[config.mk]
export PLATFORM = sky130hd
export DESIGN_NAME = alu_operand_sequencer
export DESIGN_NICKNAME = d
export VERILOG_FILES = /design/src/rtl/alu_operand_sequencer.sv
export SDC_FILE = /design/constraint.sdc
export NUM_CORES = 1
export LEC_CHECK = 0
export ABC_AREA = 1
export BUFFER_PORTS_ARGS = -buffer_cell sky130_fd_sc_hd__buf_2
export CAP_MARGIN = 0
export CORE_MARGIN = 2
export CORE_UTILIZATION = 30
export DETAILED_ROUTE_END_ITERATION = 8
export GPL_TIMING_DRIVEN = 1
export MAX_ROUTING_LAYER = met4
export PLACE_DENSITY = 0.57
export RECOVER_POWER = 50
export SYNTH_ARGS = -nofsm -noshare
export SYNTH_HDL_FRONTEND = slang
export SYNTH_SLANG_ARGS = --single-unit
[constraint.sdc]
create_clock -name clk -period 1.6 [get_ports clk]
set_input_delay 0.16 -clock clk [delete_from_list [all_inputs] [get_ports clk]]
set_output_delay 0.16 -clock clk [all_outputs]
set_load 0.02 [all_outputs]
[src/rtl/alu_operand_sequencer.sv]
// Operand/op-code loader and result register around a combinational ALU.
// Optional button debouncing is enabled by defining ALU_SEQ_DEBOUNCE_EN.
module alu_operand_sequencer #(
   parameter int NBITS           = 8,
   parameter int COD_OP          = 6,
   parameter int DEBOUNCE_CYCLES = 100000
) (
   input  logic              clk,
   input  logic              rst_n,
   input  logic [NBITS-1:0]  i_switches,
   input  logic              i_btn_a,
   input  logic              i_btn_b,
   input  logic              i_btn_op,
   input  logic              i_btn_run,
   output logic [NBITS-1:0]  operando_A,
   output logic [NBITS-1:0]  operando_B,
   output logic [COD_OP-1:0] cod_operacion,
   input  logic [NBITS-1:0]  ALU_Result,
   output logic [NBITS-1:0]  o_result,
   output logic              o_valid,
   output logic              o_error,
   output logic [2:0]        o_state
);

   typedef enum logic [2:0] {
      IDLE    = 3'd0,
      WAIT_B  = 3'd1,
      WAIT_OP = 3'd2,
      READY   = 3'd3,
      EXEC    = 3'd4,
      DONE    = 3'd5
   } state_t;

   function automatic logic is_supported(input logic [COD_OP-1:0] code);
      case (code)
         COD_OP'(6'b100000), COD_OP'(6'b100010), COD_OP'(6'b100100),
         COD_OP'(6'b100101), COD_OP'(6'b100110), COD_OP'(6'b000011),
         COD_OP'(6'b000010), COD_OP'(6'b100111): is_supported = 1'b1;
         default:                                 is_supported = 1'b0;
      endcase
   endfunction

   // Button order in all per-button vectors: {run, op, b, a}
   logic [3:0] raw;
   logic [3:0] sync1, sync2, level, prev, armed, pulse;
   logic [1:0] fill;

   assign raw = {i_btn_run, i_btn_op, i_btn_b, i_btn_a};

   // A button is armed only after it has been seen released once the synchroniser
   // holds real samples, so a button held through reset release never pulses.
   always_ff @(posedge clk or negedge rst_n) begin
      if (!rst_n) begin
         sync1 <= '0;
         sync2 <= '0;
         fill  <= '0;
         armed <= '0;
         prev  <= '0;
         pulse <= '0;
      end else begin
         sync1 <= raw;
         sync2 <= sync1;
         fill  <= {fill[0], 1'b1};
         armed <= armed | ({4{fill[1]}} & ~sync2);
         prev  <= level;
         pulse <= level & ~prev & armed;
      end
   end

`ifdef ALU_SEQ_DEBOUNCE_EN
   localparam int CW = $clog2(DEBOUNCE_CYCLES) + 1;
   logic [3:0]    filt;
   logic [CW-1:0] cnt [4];

   always_ff @(posedge clk or negedge rst_n) begin
      if (!rst_n) begin
         filt <= '0;
         for (int i = 0; i < 4; i++) cnt[i] <= '0;
      end else begin
         for (int i = 0; i < 4; i++) begin
            if (sync2[i] == filt[i]) begin
               cnt[i] <= '0;
            end else if (cnt[i] == CW'(DEBOUNCE_CYCLES - 1)) begin
               filt[i] <= sync2[i];
               cnt[i]  <= '0;
            end else begin
               cnt[i] <= cnt[i] + 1'b1;
            end
         end
      end
   end

   assign level = filt;
`else
   assign level = sync2;
`endif

   state_t             state, state_n;
   logic [NBITS-1:0]   a_r, a_n, b_r, b_n, result_n;
   logic [COD_OP-1:0]  op_r, op_n;
   logic               valid_n, error_n;

   always_ff @(posedge clk or negedge rst_n) begin
      if (!rst_n) begin
         state    <= IDLE;
         a_r      <= '0;
         b_r      <= '0;
         op_r     <= '0;
         o_result <= '0;
         o_valid  <= 1'b0;
         o_error  <= 1'b0;
      end else begin
         state    <= state_n;
         a_r      <= a_n;
         b_r      <= b_n;
         op_r     <= op_n;
         o_result <= result_n;
         o_valid  <= valid_n;
         o_error  <= error_n;
      end
   end

   always_comb begin
      state_n  = state;
      a_n      = a_r;
      b_n      = b_r;
      op_n     = op_r;
      result_n = o_result;
      valid_n  = o_valid;
      error_n  = o_error;
      case (state)
         IDLE: begin
            if (pulse[0]) begin
               a_n     = i_switches;
               valid_n = 1'b0;
               error_n = 1'b0;
               state_n = WAIT_B;
            end
         end
         WAIT_B: begin
            if (pulse[1]) begin
               b_n     = i_switches;
               state_n = WAIT_OP;
            end
         end
         WAIT_OP: begin
            if (pulse[2]) begin
               if (is_supported(i_switches[COD_OP-1:0])) begin
                  op_n    = i_switches[COD_OP-1:0];
                  error_n = 1'b0;
                  state_n = READY;
               end else begin
                  error_n = 1'b1;
               end
            end
         end
         READY: begin
            if (pulse[3]) state_n = EXEC;
         end
         EXEC: begin
            result_n = ALU_Result;
            valid_n  = 1'b1;
            state_n  = DONE;
         end
         DONE: begin
            // A new load takes precedence over a re-run pressed in the same cycle
            if (pulse[0]) begin
               a_n     = i_switches;
               valid_n = 1'b0;
               error_n = 1'b0;
               state_n = WAIT_B;
            end else if (pulse[3]) begin
               state_n = EXEC;
            end
         end
         default: state_n = IDLE;
      endcase
   end

   assign operando_A    = a_r;
   assign operando_B    = b_r;
   assign cod_operacion = (state == EXEC || state == DONE) ? op_r : '0;
   assign o_state       = state;

endmodule

; Word level (Yosys, flattened, before mapping)
; Index checks and enable logic that the tools add are counted.
[op_classes]
n_mux = 16
bitwise_logic = 6
reduce_logical = 12
addsub = 0
order_cmp = 0
eq_ne = 18
n_mul = 0
shifts = 0
div_mod_pow = 0
[op_table]
columns = op, n
row1 = $eq 6x6->1 const B, 6
row2 = $mux 3, 6
row3 = $pmux 3 s6, 1
row4 = $and 4x4->4, 3
row5 = $eq 6x2->1 const B, 2
row6 = $ne 2x2->1 const B, 4
row7 = $not 4->4, 2
row8 = $reduce_or 8->1, 1
row9 = $eq 3x2->1 const B, 2
row10 = $eq 3x3->1 const B, 2
row11 = $mux 1, 6
row12 = $mux 6, 1
row13 = $reduce_and 2->1, 3
row14 = $reduce_and 3->1, 2
row15 = $or 4x4->4, 1
row16 = $pmux 1 s2, 2
row17 = $reduce_and 4->1, 1
row18 = $reduce_bool 2->1, 2
row19 = $eq 3x1->1 const B, 1
row20 = $logic_not 3->1, 1
row21 = $ne 2x1->1 const B, 1
row22 = $reduce_or 2->1, 1
row23 = $logic_or 1x1->1, 1
[word_totals]
regBits = 57
ramBits = 0
latchBits = 0
n_memories = 0
rom_bits = 0

; Depth between registers and ports, before layout
[depth]
word_depth = 8
mapped_depth = 8
mapped_depth_nobuf = 8

; Worst setup path after synthesis
; OpenSTA, ideal clock, no wires.
[synth_path]
kind = flip-flop to flip-flop
start = register state[2] (netlist: o_state[2])
end = register b_r[7] (netlist: operando_B[7])
setup_time_ns = 0.126
t_arrival_ns = 1.220
path_stages_with_launch = 7
t_required_ns = 1.474
path_buffers = 2
slack_ns = 0.254
path_cell_list = dfrtp_1 buf_6 nor2_1 nand3_1 buf_2 nand2_1 o21ai_0
[synth_via]
elab_chain_len = 2
[synth_lines]
columns = item, line_no
row1 = "start, declared", 98  ; state_t state, state_n;
row2 = "start signal, assigned", 113  ; state <= state_n;
row3 = $eq 3x1->1, 131  ; case (state)
row4 = $reduce_and 2->1 (no source line), --
row5 = "end signal, assigned", 115  ; b_r <= b_n;
row6 = "end, declared", 99  ; logic [NBITS-1:0] a_r, a_n, b_r, b_n, result_n;
; Every way passes these cells.
; A chain may end at the register's enable or synchronous reset.

; Worst setup path in the final report
[layout_path]
start = register state[2] (netlist: o_state[2])
end = output cod_operacion[0]
[layout_via]
elab_chain_len = 3
[layout_lines]
columns = item, line_no
row1 = $eq 3x3->1, 182  ; assign cod_operacion = (state == EXEC || state == DONE) ? op_r : '0;
row2 = $logic_or 1x1->1 *, 182
row3 = $mux 6 *, 182
row4 = "end, declared", 17  ; output logic [COD_OP-1:0] cod_operacion,
; Every way passes the cells marked *; elsewhere a longest branch is shown, timed or not.

==> flow_summary.ini <==
[floorplanning]
ios = 57
dieArea_um2 = 7862
core-area_um2 = 6869
row_count = 30
initial_core_util_pct = 31.31
fp.dieH_um = 88.67
die_w_um = 88.67

[timing]
fin_skew_ns = 0.009922
clock.fmax_mhz = 692.5
worst_slew_pin_slew_ns = 1.130
finalSetupTns_ns = 0
maxSlewViolCount = 0
fin_crit_ns = 1.444
setup_viol = 0
hold_viol_final = 0
period_share_pct = 90.25
grt_setup_unrepaired = no
max_slew_margin_pct = 24.63

[clock_network]
clk_latency_ns = 0.33
cts-htree-levels = 3
cts_tree = yes
cts_setup_buffers = 0
cts_buffer_depth = 2
clock_sinks = 57
cts_buffers = 9
clkTransAtPathRegs_ns = 0.06
root_buffer = clkbuf_8
post_cts_resized = 0

[setup_path]
cp_cell_sequence = nand2_4 -> nor2_1 -> buf_2
cp_max_fo = 8
timing.rr.end = op_r[5]
slowest_stage = dfrtp_1
r2r-start = o_state[2]
startpoint = o_state[2]
cpPeakStageDelay_ns = 0.55
r2r.worst_path.cells = 7
cp-end-kind = primary output
worstSetupStartpointType = flop
r2r_slack_ns = 0.21
critPathRequiredTime_ns = 1.44
crit_type = reg -> out
crit_arrival_ns = 1.28
cp-endpoint = cod_operacion[0]

[yosys]
synth_cell_type_count = 18
synth_fp_nets = 222
ys_ff_latch = 57
yosys_warnings = 0
syn_area_um2 = 2151
synth_seq_area_share_pct = 66.32
syn_avg_cell_area_um2 = 10.75
synthCells = 200

[global_routing]
grt_pass1_wl_um = 6561
grt_pass1_vias = 1441
antenna_found_initial = 0
grt_start_max_net_pins = 39
track_usage_pct = 11.65
grt_overflow = 0

[pwr]
combPwrFrac_pct = 33.6
peakVddDrop_mv = 0.8574
p_sw_share_pct = 35.85
power.switching_mw = 1.939
power_mw = 5.409
seq_power_share_pct = 40.0
pwr_density_cell_nw_per_um2 = 1915
p_int_mw = 3.470
pwr-share-clk_pct = 26.5
leakage_nw = 1.463

[route]
drt-wirelength-per-cell_um = 10.72
drt_pass1_iterations = 5
vias = 1536
drt_wl_total_um = 3997
drc = 0
postRouteAntennaNets = 0
drt_iter0_markers = 66
vias_per_cell = 4.118

[placement]
dp_hpwl_um = 2872
io_buffer_count = 56
placed_cells = 353
place.gp.congestion = 0.8843

[final_layout]
final_cells = 373
n_antenna_cell = 0
drive_gt1_share_pct = 33.57
syn2layout_area_growth_pct = 31.36
nets = 295

[hold_path]
hold_depth = 3
min-delay-start = i_switches[2]
hold_class = in -> reg

[run_status]
status = complete, no violations

[job]
maxCapViolCount = 0
[layer usage]
layer	part of all wire [%]	GRT usage [%]
met1	44	13.64
met2	48	17.30
met5	0	-
met3	6.6	4.944
met4	1.9	5.510
[cells in the final DEF, fill, tap and decap left out]
master	instances
dfrtp_1	57
buf_2	55
nand2_1	41
inv_1	21
nor2_1	21
o21ai_0	21
clkbuf_8	10
nand3_1	9
mux2_2	8
o21bai_1	5
nand2_2	5
dlygate4sd3_1	5
clkbuf_1	3
buf_4	3
inv_2	2
nor2_4	2
bufinv_16	2
nand2_4	1
nor2_2	1
o21ai_4	1
o21ai_2	1
clkinv_2	1
conb_1	1
buf_12	1
[synthesized netlist by cell type]
cell type | instances | area share, %
nand2_2 | 5 | 1.5
nand2_4 | 1 | 0.52
o21bai_1 | 5 | 1.7
buf_6 | 2 | 1.0
o21ai_0 | 21 | 4.9
inv_2 | 2 | 0.35
o21ai_2 | 1 | 0.41
nor2_2 | 1 | 0.29
dfrtp_1 | 57 | 66
nor2_4 | 2 | 1.0
nand2_1 | 41 | 7.2
nand3_1 | 9 | 2.1
mux2_2 | 8 | 4.2
o21ai_4 | 1 | 0.76
buf_2 | 1 | 0.23
conb_1 | 1 | 0.17
nor2_1 | 21 | 3.7
inv_1 | 21 | 3.7
[layout make-up]
cell class | instances | area [um2]
clock buffer | 12 | 145.1
clock inverter | 3 | 65.06
fill | 698 | 4044
inverter | 23 | 86.33
multi-input combinational | 117 | 610.6
sequential | 57 | 1426
tap | 96 | 120.1
timing repair buffer | 65 | 371.6
[worst max-delay path: cells and delay by family (launching register included)]
kind          cells  cell delay [ns]
buf+inv           1             0.17
flops             1             0.55
simple gates      2             0.24
[stage by stage]
step	setup WS [ns]	cell area (um2)	hold slack, ns	util [%]
after global placement	0.2275	2566	0.1449	37.36
after CTS	0.1243	2826	0.03956	41.15
after floorplan	0.2537	2151	-0.1356	-
after detailed placement	0.2013	2566	0.1432	37.36
final	0.1560	2825	0.05623	41.13
after global routing	0.02333	2825	0.04489	41.13
[power by group through the flow]
stage / Combinational [mW] / Clock, mW / Sequential (mW)
global route: 2.04 / 1.56 / 2.22
CTS: 1.85 / 1.49 / 2.16
floorplan: 0.808 / 0 / 2.59
detailed placement: 1.84 / 0 / 2.19
finish: 1.82 / 1.43 / 2.16
global placement: 1.83 / 0 / 2.18
[state kept, by name, indices dropped and copies added (netlist names)]
name,count
operando_B,8
o_state,3
o_result,8
o_error,1
o_valid,1
operando_A,8
pulse,4
level,4
op_r,6
armed,4
sync1,4
prev,4
fill,2
[worst min-delay path by stage]
stage                             end  slack [ns]
final                         op_r[2]        0.06
after global routing      o_result[5]        0.04
after CTS                 o_result[5]        0.04
after detailed placement  o_result[5]        0.14
after global placement    o_result[5]        0.14
after floorplan              armed[0]       -0.14
[repair_timing]
item,4_1_cts,5_1_grt
hold buffers,5,0
hold endpoints to repair,23,0
setup endpoints to repair,0,1
[cell families after synthesis]
| kind of cell | Yosys count | synth area share, % |
|---|---|---|
| AO/OA/AOI/OAI | 28 | 7.796 |
| buffers and inverters | 26 | 5.294 |
| flip-flops | 57 | 66.32 |
| multiplexers | 8 | 4.189 |
| other | 1 | 0.1744 |
| AND/OR/NAND/NOR | 80 | 16.23 |
Power figures use the tool's default switching activity.
